--- src/rtl/fft_frame_loader_if.sv ---
// Sample-stream / FFT-frame bus of the FFT front-end loader.
// master drives samples and fft_done; slave (the loader) drives the frame and status.
interface fft_frame_loader_if #(
  parameter int ADC_W = 12
);
  logic             sample_valid;
  logic [ADC_W-1:0] sample_in;
  logic             fft_done;
  logic [15:0]      t0, t1, t2, t3, t4, t5, t6, t7;
  logic [15:0]      t8, t9, t10, t11, t12, t13, t14, t15;
  logic             new_t;
  logic             busy;
  logic             overrun;

  modport master (
    output sample_valid, sample_in, fft_done,
    input  t0, t1, t2, t3, t4, t5, t6, t7,
    input  t8, t9, t10, t11, t12, t13, t14, t15,
    input  new_t, busy, overrun
  );

  modport slave (
    input  sample_valid, sample_in, fft_done,
    output t0, t1, t2, t3, t4, t5, t6, t7,
    output t8, t9, t10, t11, t12, t13, t14, t15,
    output new_t, busy, overrun
  );
endinterface

--- src/rtl/fft_frame_loader.sv ---
// Packs a free-running ADC stream into 16-sample signed frames (-512..511) and
// launches the FFT; one frame may wait in a pending bank while the FFT is busy.
module fft_frame_loader #(
  parameter int ADC_W         = 12,
  parameter bit OFFSET_BINARY = 1'b1
) (
  input  logic               clk,
  input  logic               rst_n,
  fft_frame_loader_if.slave  bus
);

  localparam logic [0:0] STATE_IDLE = 1'b0;
  localparam logic [0:0] STATE_BUSY = 1'b1;

  localparam int                    SHIFT  = ADC_W - 10;
  localparam logic signed [ADC_W:0] HALF   = (ADC_W+1)'(1) << (ADC_W-1);
  localparam logic signed [ADC_W:0] SAT_HI = (ADC_W+1)'(511);
  localparam logic signed [ADC_W:0] SAT_LO = -(ADC_W+1)'(512);

  logic signed [ADC_W:0] s_raw;
  logic signed [ADC_W:0] s_shift;
  logic signed [9:0]     sat;
  logic [15:0]           conv;

  logic [3:0]  idx_q, idx_d;
  logic        pend_q, pend_d;
  logic [0:0]  state_q, state_d;
  logic        new_t_q, new_t_d;
  logic        overrun_q, overrun_d;
  logic [15:0] cap_q [16];
  logic [15:0] cap_d [16];
  logic [15:0] pend_bank_q [16];
  logic [15:0] pend_bank_d [16];
  logic [15:0] t_q [16];
  logic [15:0] t_d [16];
  logic        frame_done;
  logic        launch;

  // Re-centre offset-binary codes, drop the extra LSBs, then saturate to 10 bits.
  always_comb begin
    if (OFFSET_BINARY) s_raw = $signed({1'b0, bus.sample_in}) - HALF;
    else               s_raw = $signed({bus.sample_in[ADC_W-1], bus.sample_in});
    s_shift = s_raw >>> SHIFT;
    if (s_shift > SAT_HI)      sat = 10'sh1FF;
    else if (s_shift < SAT_LO) sat = 10'sh200;
    else                       sat = s_shift[9:0];
    conv = {{6{sat[9]}}, sat};
  end

  always_comb begin
    // NOTE: every output of this block gets a default first, so no path can infer a latch.
    cap_d       = cap_q;
    pend_bank_d = pend_bank_q;
    t_d         = t_q;
    idx_d       = idx_q;
    pend_d      = pend_q;
    state_d     = state_q;
    overrun_d   = overrun_q;
    new_t_d     = 1'b0;
    frame_done  = bus.sample_valid && (idx_q == 4'd15);
    launch      = (state_q == STATE_IDLE) && pend_q;

    if (bus.sample_valid) begin
      cap_d[idx_q] = conv;
      idx_d        = idx_q + 4'd1;
    end

    case (state_q)
      STATE_IDLE: begin
        if (pend_q) begin
          t_d     = pend_bank_q;
          new_t_d = 1'b1;
          pend_d  = 1'b0;
          state_d = STATE_BUSY;
        end
      end
      STATE_BUSY: begin
        // A done seen during the launch cycle belongs to the previous frame.
        if (!new_t_q && bus.fft_done) state_d = STATE_IDLE;
      end
      default: state_d = STATE_IDLE;
    endcase

    // A launch in this same edge frees the pending bank for the new frame.
    if (frame_done) begin
      if (!pend_q || launch) begin
        pend_bank_d = cap_d;
        pend_d      = 1'b1;
      end else begin
        overrun_d = 1'b1;
      end
    end
  end

  // NOTE: sequential state uses non-blocking assignments only, so every flop samples pre-edge values.
  always_ff @(posedge clk or negedge rst_n) begin
    if (!rst_n) begin
      idx_q     <= '0;
      pend_q    <= 1'b0;
      state_q   <= STATE_IDLE;
      new_t_q   <= 1'b0;
      overrun_q <= 1'b0;
      // NOTE: the sample banks are cleared too, so t0..t15 never expose pre-reset data.
      for (int i = 0; i < 16; i++) begin
        cap_q[i]       <= '0;
        pend_bank_q[i] <= '0;
        t_q[i]         <= '0;
      end
    end else begin
      idx_q       <= idx_d;
      pend_q      <= pend_d;
      state_q     <= state_d;
      new_t_q     <= new_t_d;
      overrun_q   <= overrun_d;
      cap_q       <= cap_d;
      pend_bank_q <= pend_bank_d;
      t_q         <= t_d;
    end
  end

  assign bus.t0      = t_q[0];
  assign bus.t1      = t_q[1];
  assign bus.t2      = t_q[2];
  assign bus.t3      = t_q[3];
  assign bus.t4      = t_q[4];
  assign bus.t5      = t_q[5];
  assign bus.t6      = t_q[6];
  assign bus.t7      = t_q[7];
  assign bus.t8      = t_q[8];
  assign bus.t9      = t_q[9];
  assign bus.t10     = t_q[10];
  assign bus.t11     = t_q[11];
  assign bus.t12     = t_q[12];
  assign bus.t13     = t_q[13];
  assign bus.t14     = t_q[14];
  assign bus.t15     = t_q[15];
  assign bus.new_t   = new_t_q;
  assign bus.busy    = (state_q == STATE_BUSY);
  assign bus.overrun = overrun_q;

endmodule

--- src/flat_wrapper.sv ---
// flat-port wrapper written by rule: the top's interface ports become plain ports
module fft_frame_loader_flat 
#(
  parameter int ADC_W         = 12,
  parameter bit OFFSET_BINARY = 1'b1
)
  (clk, rst_n, bus_sample_valid, bus_sample_in, bus_fft_done, bus_t0, bus_t1, bus_t2, bus_t3, bus_t4, bus_t5, bus_t6, bus_t7, bus_t8, bus_t9, bus_t10, bus_t11, bus_t12, bus_t13, bus_t14, bus_t15, bus_new_t, bus_busy, bus_overrun);
  fft_frame_loader_if #(.ADC_W(ADC_W)) bus_i ();
  input  logic clk;
  input  logic rst_n;
  input wire logic [$bits(bus_i.sample_valid)-1:0] bus_sample_valid;
  input wire logic [$bits(bus_i.sample_in)-1:0] bus_sample_in;
  input wire logic [$bits(bus_i.fft_done)-1:0] bus_fft_done;
  output wire logic [$bits(bus_i.t0)-1:0] bus_t0;
  output wire logic [$bits(bus_i.t1)-1:0] bus_t1;
  output wire logic [$bits(bus_i.t2)-1:0] bus_t2;
  output wire logic [$bits(bus_i.t3)-1:0] bus_t3;
  output wire logic [$bits(bus_i.t4)-1:0] bus_t4;
  output wire logic [$bits(bus_i.t5)-1:0] bus_t5;
  output wire logic [$bits(bus_i.t6)-1:0] bus_t6;
  output wire logic [$bits(bus_i.t7)-1:0] bus_t7;
  output wire logic [$bits(bus_i.t8)-1:0] bus_t8;
  output wire logic [$bits(bus_i.t9)-1:0] bus_t9;
  output wire logic [$bits(bus_i.t10)-1:0] bus_t10;
  output wire logic [$bits(bus_i.t11)-1:0] bus_t11;
  output wire logic [$bits(bus_i.t12)-1:0] bus_t12;
  output wire logic [$bits(bus_i.t13)-1:0] bus_t13;
  output wire logic [$bits(bus_i.t14)-1:0] bus_t14;
  output wire logic [$bits(bus_i.t15)-1:0] bus_t15;
  output wire logic [$bits(bus_i.new_t)-1:0] bus_new_t;
  output wire logic [$bits(bus_i.busy)-1:0] bus_busy;
  output wire logic [$bits(bus_i.overrun)-1:0] bus_overrun;
  assign bus_i.sample_valid = bus_sample_valid;
  assign bus_i.sample_in = bus_sample_in;
  assign bus_i.fft_done = bus_fft_done;
  assign bus_t0 = bus_i.t0;
  assign bus_t1 = bus_i.t1;
  assign bus_t2 = bus_i.t2;
  assign bus_t3 = bus_i.t3;
  assign bus_t4 = bus_i.t4;
  assign bus_t5 = bus_i.t5;
  assign bus_t6 = bus_i.t6;
  assign bus_t7 = bus_i.t7;
  assign bus_t8 = bus_i.t8;
  assign bus_t9 = bus_i.t9;
  assign bus_t10 = bus_i.t10;
  assign bus_t11 = bus_i.t11;
  assign bus_t12 = bus_i.t12;
  assign bus_t13 = bus_i.t13;
  assign bus_t14 = bus_i.t14;
  assign bus_t15 = bus_i.t15;
  assign bus_new_t = bus_i.new_t;
  assign bus_busy = bus_i.busy;
  assign bus_overrun = bus_i.overrun;
  fft_frame_loader #(.ADC_W(ADC_W), .OFFSET_BINARY(OFFSET_BINARY)) u_core (.clk(clk), .rst_n(rst_n), .bus(bus_i));
endmodule
--- config.mk ---
export PLATFORM = sky130hd
export DESIGN_NAME = fft_frame_loader_flat
export DESIGN_NICKNAME = d
export VERILOG_FILES = /design/src/rtl/fft_frame_loader_if.sv /design/src/rtl/fft_frame_loader.sv /design/src/flat_wrapper.sv
export SDC_FILE = /design/constraint.sdc
export NUM_CORES = 1
export LEC_CHECK = 0
export ABC_AREA = 1
export ABC_CLOCK_PERIOD_IN_PS = 1700
export CAP_MARGIN = 20
export CELL_PAD_IN_SITES_DETAIL_PLACEMENT = 0
export CELL_PAD_IN_SITES_GLOBAL_PLACEMENT = 1
export CORE_MARGIN = 2
export CORE_UTILIZATION = 41
export CTS_BUF_LIST = sky130_fd_sc_hd__clkbuf_4
export DETAILED_ROUTE_END_ITERATION = 8
export PLACE_DENSITY = 0.9
export REMOVE_ABC_BUFFERS = 1
export SYNTH_ARGS = -nofsm -noshare
export SYNTH_HDL_FRONTEND = slang
export SYNTH_SLANG_ARGS = --single-unit
--- constraint.sdc ---
create_clock -name clk -period 1.7 [get_ports clk]
set_clock_uncertainty 0.1 [all_clocks]
set_input_delay 0.17 -clock clk [delete_from_list [all_inputs] [get_ports clk]]
set_output_delay 0.17 -clock clk [all_outputs]
set_load 0.005 [all_outputs]
* After elaboration in Yosys (flattened, before gate mapping) *
Index checks and enable logic that the tools add are counted.

operators by class
  add/sub/neg operators = 2
  $mul = 0
  divide/modulo/power cells = 0
  order comparisons = 4
  equality and inequality tests = 1
  shift-type cells = 0
  multiplexer cells = 13
  bitwise gates (word level) = 3
  reduce and logical (&&, ||, !) cells = 10

operators with widths
  kind                                                          count
  bitwise mux 256 bit                                           1
  2-to-1 mux 256 bit                                            1
  demux 16 bit (select 4 bit)                                   1
  2-to-1 mux 10 bit                                             2
  2-to-1 mux 16 bit                                             1
  subtractor 12 x 12 -> 13 bit, second input constant           1
  > comparator 11 x 10 -> 1 bit, second input constant          1
  less-than comparator 11 x 10 -> 1 bit, second input constant  1
  2-to-1 mux 1 bit                                              6
  AND reduction 2 bit                                           3
  greater-or-equal comparator 5 bit, second input constant      1
  less-than comparator 5 x 1 -> 1 bit, second input constant    1
  NOT 4 -> 5 bit                                                1
  adder 4 x 1 -> 4 bit, second input constant                   1
  equality test 4 bit, second input constant                    1
  logical AND 1 bit                                             4
  zero test 1 bit                                               2
  NOT 1 bit                                                     2
  case mux 1 bit (2 select lines)                               1
  logical OR 1 bit                                              1

storage, ports and cells
  register bits after elaboration = 776
  latch bits = 0
  memory bits (writable) = 0
  bits in read-only memories = 0
  input port bits = 16
  output and inout port bits = 259
  memories = 0

* Logic depth before layout (Yosys ltp) *
Gate-level depths: netlist of run 1.

  word-level depth = 7
  gate-level depth with buffers = 10

* Worst setup path after synthesis of run 1 *
No wires, ideal clock.

  path kind = reg2reg
  from = register u_core.idx_q[0]
  to = register u_core.cap_q[144] (netlist bit)
  library setup time = 0.119 ns
  arrival time = 1.428 ns
  data required time = 1.481 ns
  path slack = 0.053 ns
  stages on the path, launching flop included = 9
  buffers on the path = 1
  path through = dfrtp_1 -> inv_1 -> ha_1 -> nand2_1 -> inv_1 -> nand2_1 -> buf_2 -> nand2_1 -> and2_1

RTL lines
  what                    RTL line                 RTL
  from (decl)             fft_frame_loader.sv:25   logic [3:0] idx_q, idx_d;
  from (signal assigned)  fft_frame_loader.sv:110  idx_q <= idx_d;
  to (signal assigned)    fft_frame_loader.sv:115  cap_q <= cap_d;
  to (decl)               fft_frame_loader.sv:30   logic [15:0] cap_q [16];

* Worst setup path after layout of run 1 *
  from = input bus_sample_valid
  to = register u_core.pend_bank_q[192] (netlist bit)

on the way
  longest elaborated chain between the ends = 2
  elaborated cells on any way between the ends = 3

RTL lines
  what                                  RTL line                 RTL
  from (decl)                           flat_wrapper.sv:11       input wire logic [$bits(bus_i.sample_valid)-1:0] bus_sample_valid;
  logical AND 1 bit                     fft_frame_loader.sv:60   frame_done = bus.sample_valid && (idx_q == 4'd15);
  AND reduction 2 bit (no source line)  -
  to (signal assigned)                  fft_frame_loader.sv:116  pend_bank_q <= pend_bank_d;
  to (decl)                             fft_frame_loader.sv:32   logic [15:0] pend_bank_q [16];

Parallel ways exist; a longest one is shown, timed or not.
A chain may end at the register's enable or synchronous reset.

==> results summary, run 1 <==
The slew at the pin with the worst max-slew slack is 0.520 ns. The worst hold path belongs to the class in -> async. The sequential fraction of the synthesis area came out at 0.656. The per-cell routed wire length is 18.1 microns. The wire length of the first global-routing pass is 138 mm. The most used cell along the critical path is buf_16. Setup repair after global routing could not meet its margin everywhere. The commonest cells after synthesis are nand2_1, dfrtp_1, nand3_1, inv_1, and2_1. The clock-pin slew on the worst setup and hold paths is 0.07 ns. Of all flip-flops after synthesis, the portion carrying an async set or reset was 1.00. The sequential cells in the finished layout cover a total of 19000 sq um. With fillers left out, the area of the finished cells amounts to 41800 sq um.

The initial antenna violation count came to 2. For this run, the number of Yosys warnings is 0. The core utilization of the finished layout came out at 0.596.

The sequential cell fraction of total power is 0.429. For the final routed database, the setup TNS stands at -75.62 ns. Summing every instance area after synthesis gives 29000 sq um. On the final layout, the worst hold slack is 0.123 ns.

The pin count of the biggest net entering global routing came out at 72. The dominant cell type by area after synthesis is dfrtp_1. The floorplan step defined a die boundary enclosing 72800 sq um.

The area growth from synthesis to layout is 44.1%. The final hold violation count came to 0. The net switching share of the total power came out at 0.357. The setup slack after placement is -0.329 ns. Once routing completed, OpenROAD measured the worst setup slack at -0.243 ns. The via density per instance came out at 4.86.

In the synthesized netlist the dominant register cell turns out to be dfrtp_1. CTS placed an instance of clkbuf_4 at the clock tree root. The required arrival time at the worst endpoint is 2.55 ns. The final net count is 3989. The count of pins on the block boundary came out at 275. The total placed cells including tap cells came out at 4454.

STA puts the critical path data arrival time at 2.80 ns. STA classifies the critical path endpoint as a flip-flop. On the worst path, the slowest cell contributes a delay of 0.82 ns.

The depth of the CTS H-tree came out at 4. The die height is 270 microns. The routed wire length is 91.6 mm. Fill cells in the final layout number 5715. The number of cells in the finished layout apart from fillers came out at 5054. The critical path goes through dlygate4sd3_1, clkdlybuf4s50_1, nand2_4, nor2_4, nand2_8, buf_12, clkinv_16, buf_16, buf_8, buf_16, nand2_2, nand2_1.

The first detailed-routing pass ran for 5 iterations. After synthesis, the mean cell area works out to 8.97 sq um. The power density normalized to cell area is 1670 nW/um^2. The leakage power figure came out at 23.4 nW. The total power came out at 69.6 mW. The fraction of layout instances using a drive strength above 1 came out at 0.363. Setup violations remaining at the end of the flow were counted as 821. The largest buffer count on any clock path is 3. The count of nets left with antenna violations once routing finished came out at 0. The share of Yosys cell area claimed by the top area cell type is 0.656. The number of enable flip-flop cells after synthesis is 0. The count of unique library cells instantiated by Yosys is 19. The number of pins with negative max-slew slack in the final report came out at 0. The iteration-0 DRC count of the detailed router is 1913. Timing would allow up to 0.515 GHz. The share of total power in combinational logic is 0.352. The residual overflow from global routing came out at 0. The worst setup path is launched from an input port. The final reports fail on negative setup slack. The start-to-end type of the worst setup path is in -> reg. The worst-skew pair later-pin latency came out at 1.05 ns.

The routability-driven placement congestion ratio is 0.776. Dividing the final minimum period by the clock period gives 1.14. The shortest clock period the worst path allows after layout came out at 1.94 ns. The standard cell core area is 70000 sq um. The kind of cell with the highest combined delay on the critical path is buffers and inverters. The clock network fraction of design power is 0.218. The clock net in this run drives a total of 760 sinks. The vias after detailed routing came out at 24600. In this run the power spent charging and discharging nets is 24.9 mW. TritonCTS built the clock tree. The top fanout value on the critical path is 7. The flip-flop and latch count after synthesis is 760.

TritonCTS created 189 clock buffers. The max-capacitance violation count came out at 0. Summed over all nets, the half-perimeter wirelength after detailed placement is 47.6 mm.

The flow ran to the end, but the final reports show violations. The total routing resource utilization after global routing is 0.242. The x dimension of the die came out at 270 microns. The most used standard cell by instance count after synthesis is nand2_1.

The total of buffers placed on input and output ports is 272. The via count of the first global-routing pass is 24900. The area taken by multi-input logic gates is 11300 sq um. The count of unresolved DRC violations after routing is 0.

In the post-synthesis netlist, the biggest area contributors are dfrtp_1, nand2_1, nand3_1, and2_1, inv_1. The cell with the biggest individual delay on the critical path is clkdlybuf4s50_1. The number of buffers and inverters on the critical path came out at 7.

The effective utilization at floorplan came out at 0.414. The internal portion of the total power is 44.7 mW. The synthesized instance count is 3231. The placement row count came out at 97.

The headroom to the max-slew limit came out at 0.653. The worst voltage drop across the vdd grid is 0.632 mV. Once placement finished, the instance area stood at 34100 sq um.
[logic make-up after synthesis]
| family | Yosys count | share of synthesized area |
|---|---|---|
| xor gates and xnor gates | 2 | 0.000604 |
| adders and majority gates | 4 | 0.00173 |
| AOI/OAI and AO/OA | 27 | 0.00475 |
| and+or+nand+nor | 2160 | 0.295 |
| buffers and inverters | 278 | 0.0414 |
| DFF | 760 | 0.656 |
[layout make-up]
type | count | share of cell area
tap | 940 | 0.0282
clock buffer | 270 | 0.0485
clock inverter | 63 | 0.00749
timing repair inverter | 1 | 0.000210
sequential | 760 | 0.455
multi-input combinational | 2193 | 0.270
timing repair buffer | 694 | 0.177
antenna | 3 | 0.000180
inverter | 130 | 0.0132
[registers in the layout, summed over array words and instances, names as in the netlist, 4 cells and up]
signal,count
u_core.bus.t14,16
u_core.bus.t0,16
u_core.idx_q,4
u_core.bus.t3,16
u_core.bus.t4,16
u_core.bus.t5,16
u_core.bus.t11,16
u_core.bus.t12,16
u_core.bus.t7,16
u_core.bus.t2,16
u_core.bus.t8,16
u_core.pend_bank_q,256
u_core.bus.t9,16
u_core.bus.t1,16
u_core.bus.t13,16
u_core.cap_q,240
u_core.bus.t10,16
u_core.bus.t6,16
u_core.bus.t15,16
[routing by layer]
layer / GRT usage / part of all wire / vias up
li1: - / - / 11400
met1: 0.319 / 0.42 / 12200
met2: 0.393 / 0.49 / 765
met3: 0.0542 / 0.054 / 162
met4: 0.0923 / 0.030 / 0
met5: 0 / 0 / -
[worst min-delay path, cell delays in order]
cell,delay [ns]
dlygate4sd3_1,0.52
dlygate4sd3_1,0.58
buf_8,0.12
buf_16,0.23
[final timing paths]
| path | start | end | slack (ns) | cells past startpoint |
|---|---|---|---|---|
| worst max-delay path | bus_sample_valid | u_core.pend_bank_q[192] | -0.24 | 12 |
| worst min-delay path | rst_n | u_core.pend_bank_q[86] | 0.12 | 4 |
| worst max register to register | u_core.idx_q[1] | u_core.pend_bank_q[192] | -0.23 | 11 |
| worst min register to register | u_core.pend_bank_q[51] | u_core.bus.t12[3] | 0.31 | 2 |
| max in group asynchronous | rst_n | u_core.bus.t4[2] | 0.56 | 5 |
| min in group clk | bus_fft_done | u_core.bus.busy | 0.19 | 5 |
[layout by cell type, fill, tap and decap left out, types with 11 or more instances in the layout]
cell,n
buf_6,57
and2_1,97
dfrtp_1,756
o21ai_0,21
clkdlybuf4s50_1,12
nand3_2,41
nand3_1,104
buf_12,89
nand2_2,285
buf_2,247
buf_8,18
buf_4,192
nand2_1,1437
clkinv_1,49
nand2_4,163
clkbuf_4,270
inv_1,120
dlygate4sd3_1,14
buf_16,50
clkbuf_16,13
nor2_4,11
[power groups by stage]
stage	logic, mW	clock network (mW)	registers [mW]
6_report	24.5	15.2	29.9
5_1_grt	27.0	16.5	30.6
4_1_cts	21.1	15.4	29.3
3_5_place_dp	18.4	0	29.5
3_3_place_gp	17.9	0	29.4
2_1_floorplan	9.23	0	28.6
[what timing repair did]
action,in CTS,in global routing
endpoints found under the setup margin,659,889
buffers inserted,136,56
gates resized for setup,1448,579
hold endpoints to repair,877,0
pin swaps,115,222
cloned,59,18
hold buffers,15,0
Power figures use the tool's default switching activity.
==> inputs of run 2 (changes only) <==
--- a/config.mk
+++ b/config.mk
@@ -16,6 +16,7 @@
 export DETAILED_ROUTE_END_ITERATION = 8
 export PLACE_DENSITY = 0.9
 export REMOVE_ABC_BUFFERS = 1
+export SLEW_MARGIN = 20
 export SYNTH_ARGS = -nofsm -noshare
 export SYNTH_HDL_FRONTEND = slang
 export SYNTH_SLANG_ARGS = --single-unit
==> results of run 2 <==
The final DEF is identical to that of run 1; final timing and power are the same.
==> inputs of run 3 (changes only) <==
--- a/config.mk
+++ b/config.mk
@@ -13,6 +13,7 @@
 export CORE_MARGIN = 2
 export CORE_UTILIZATION = 41
 export CTS_BUF_LIST = sky130_fd_sc_hd__clkbuf_4
+export CTS_CLUSTER_SIZE = 30
 export DETAILED_ROUTE_END_ITERATION = 8
 export PLACE_DENSITY = 0.9
 export REMOVE_ABC_BUFFERS = 1
==> results of run 3 <==
The final DEF is identical to that of run 1; final timing and power are the same.
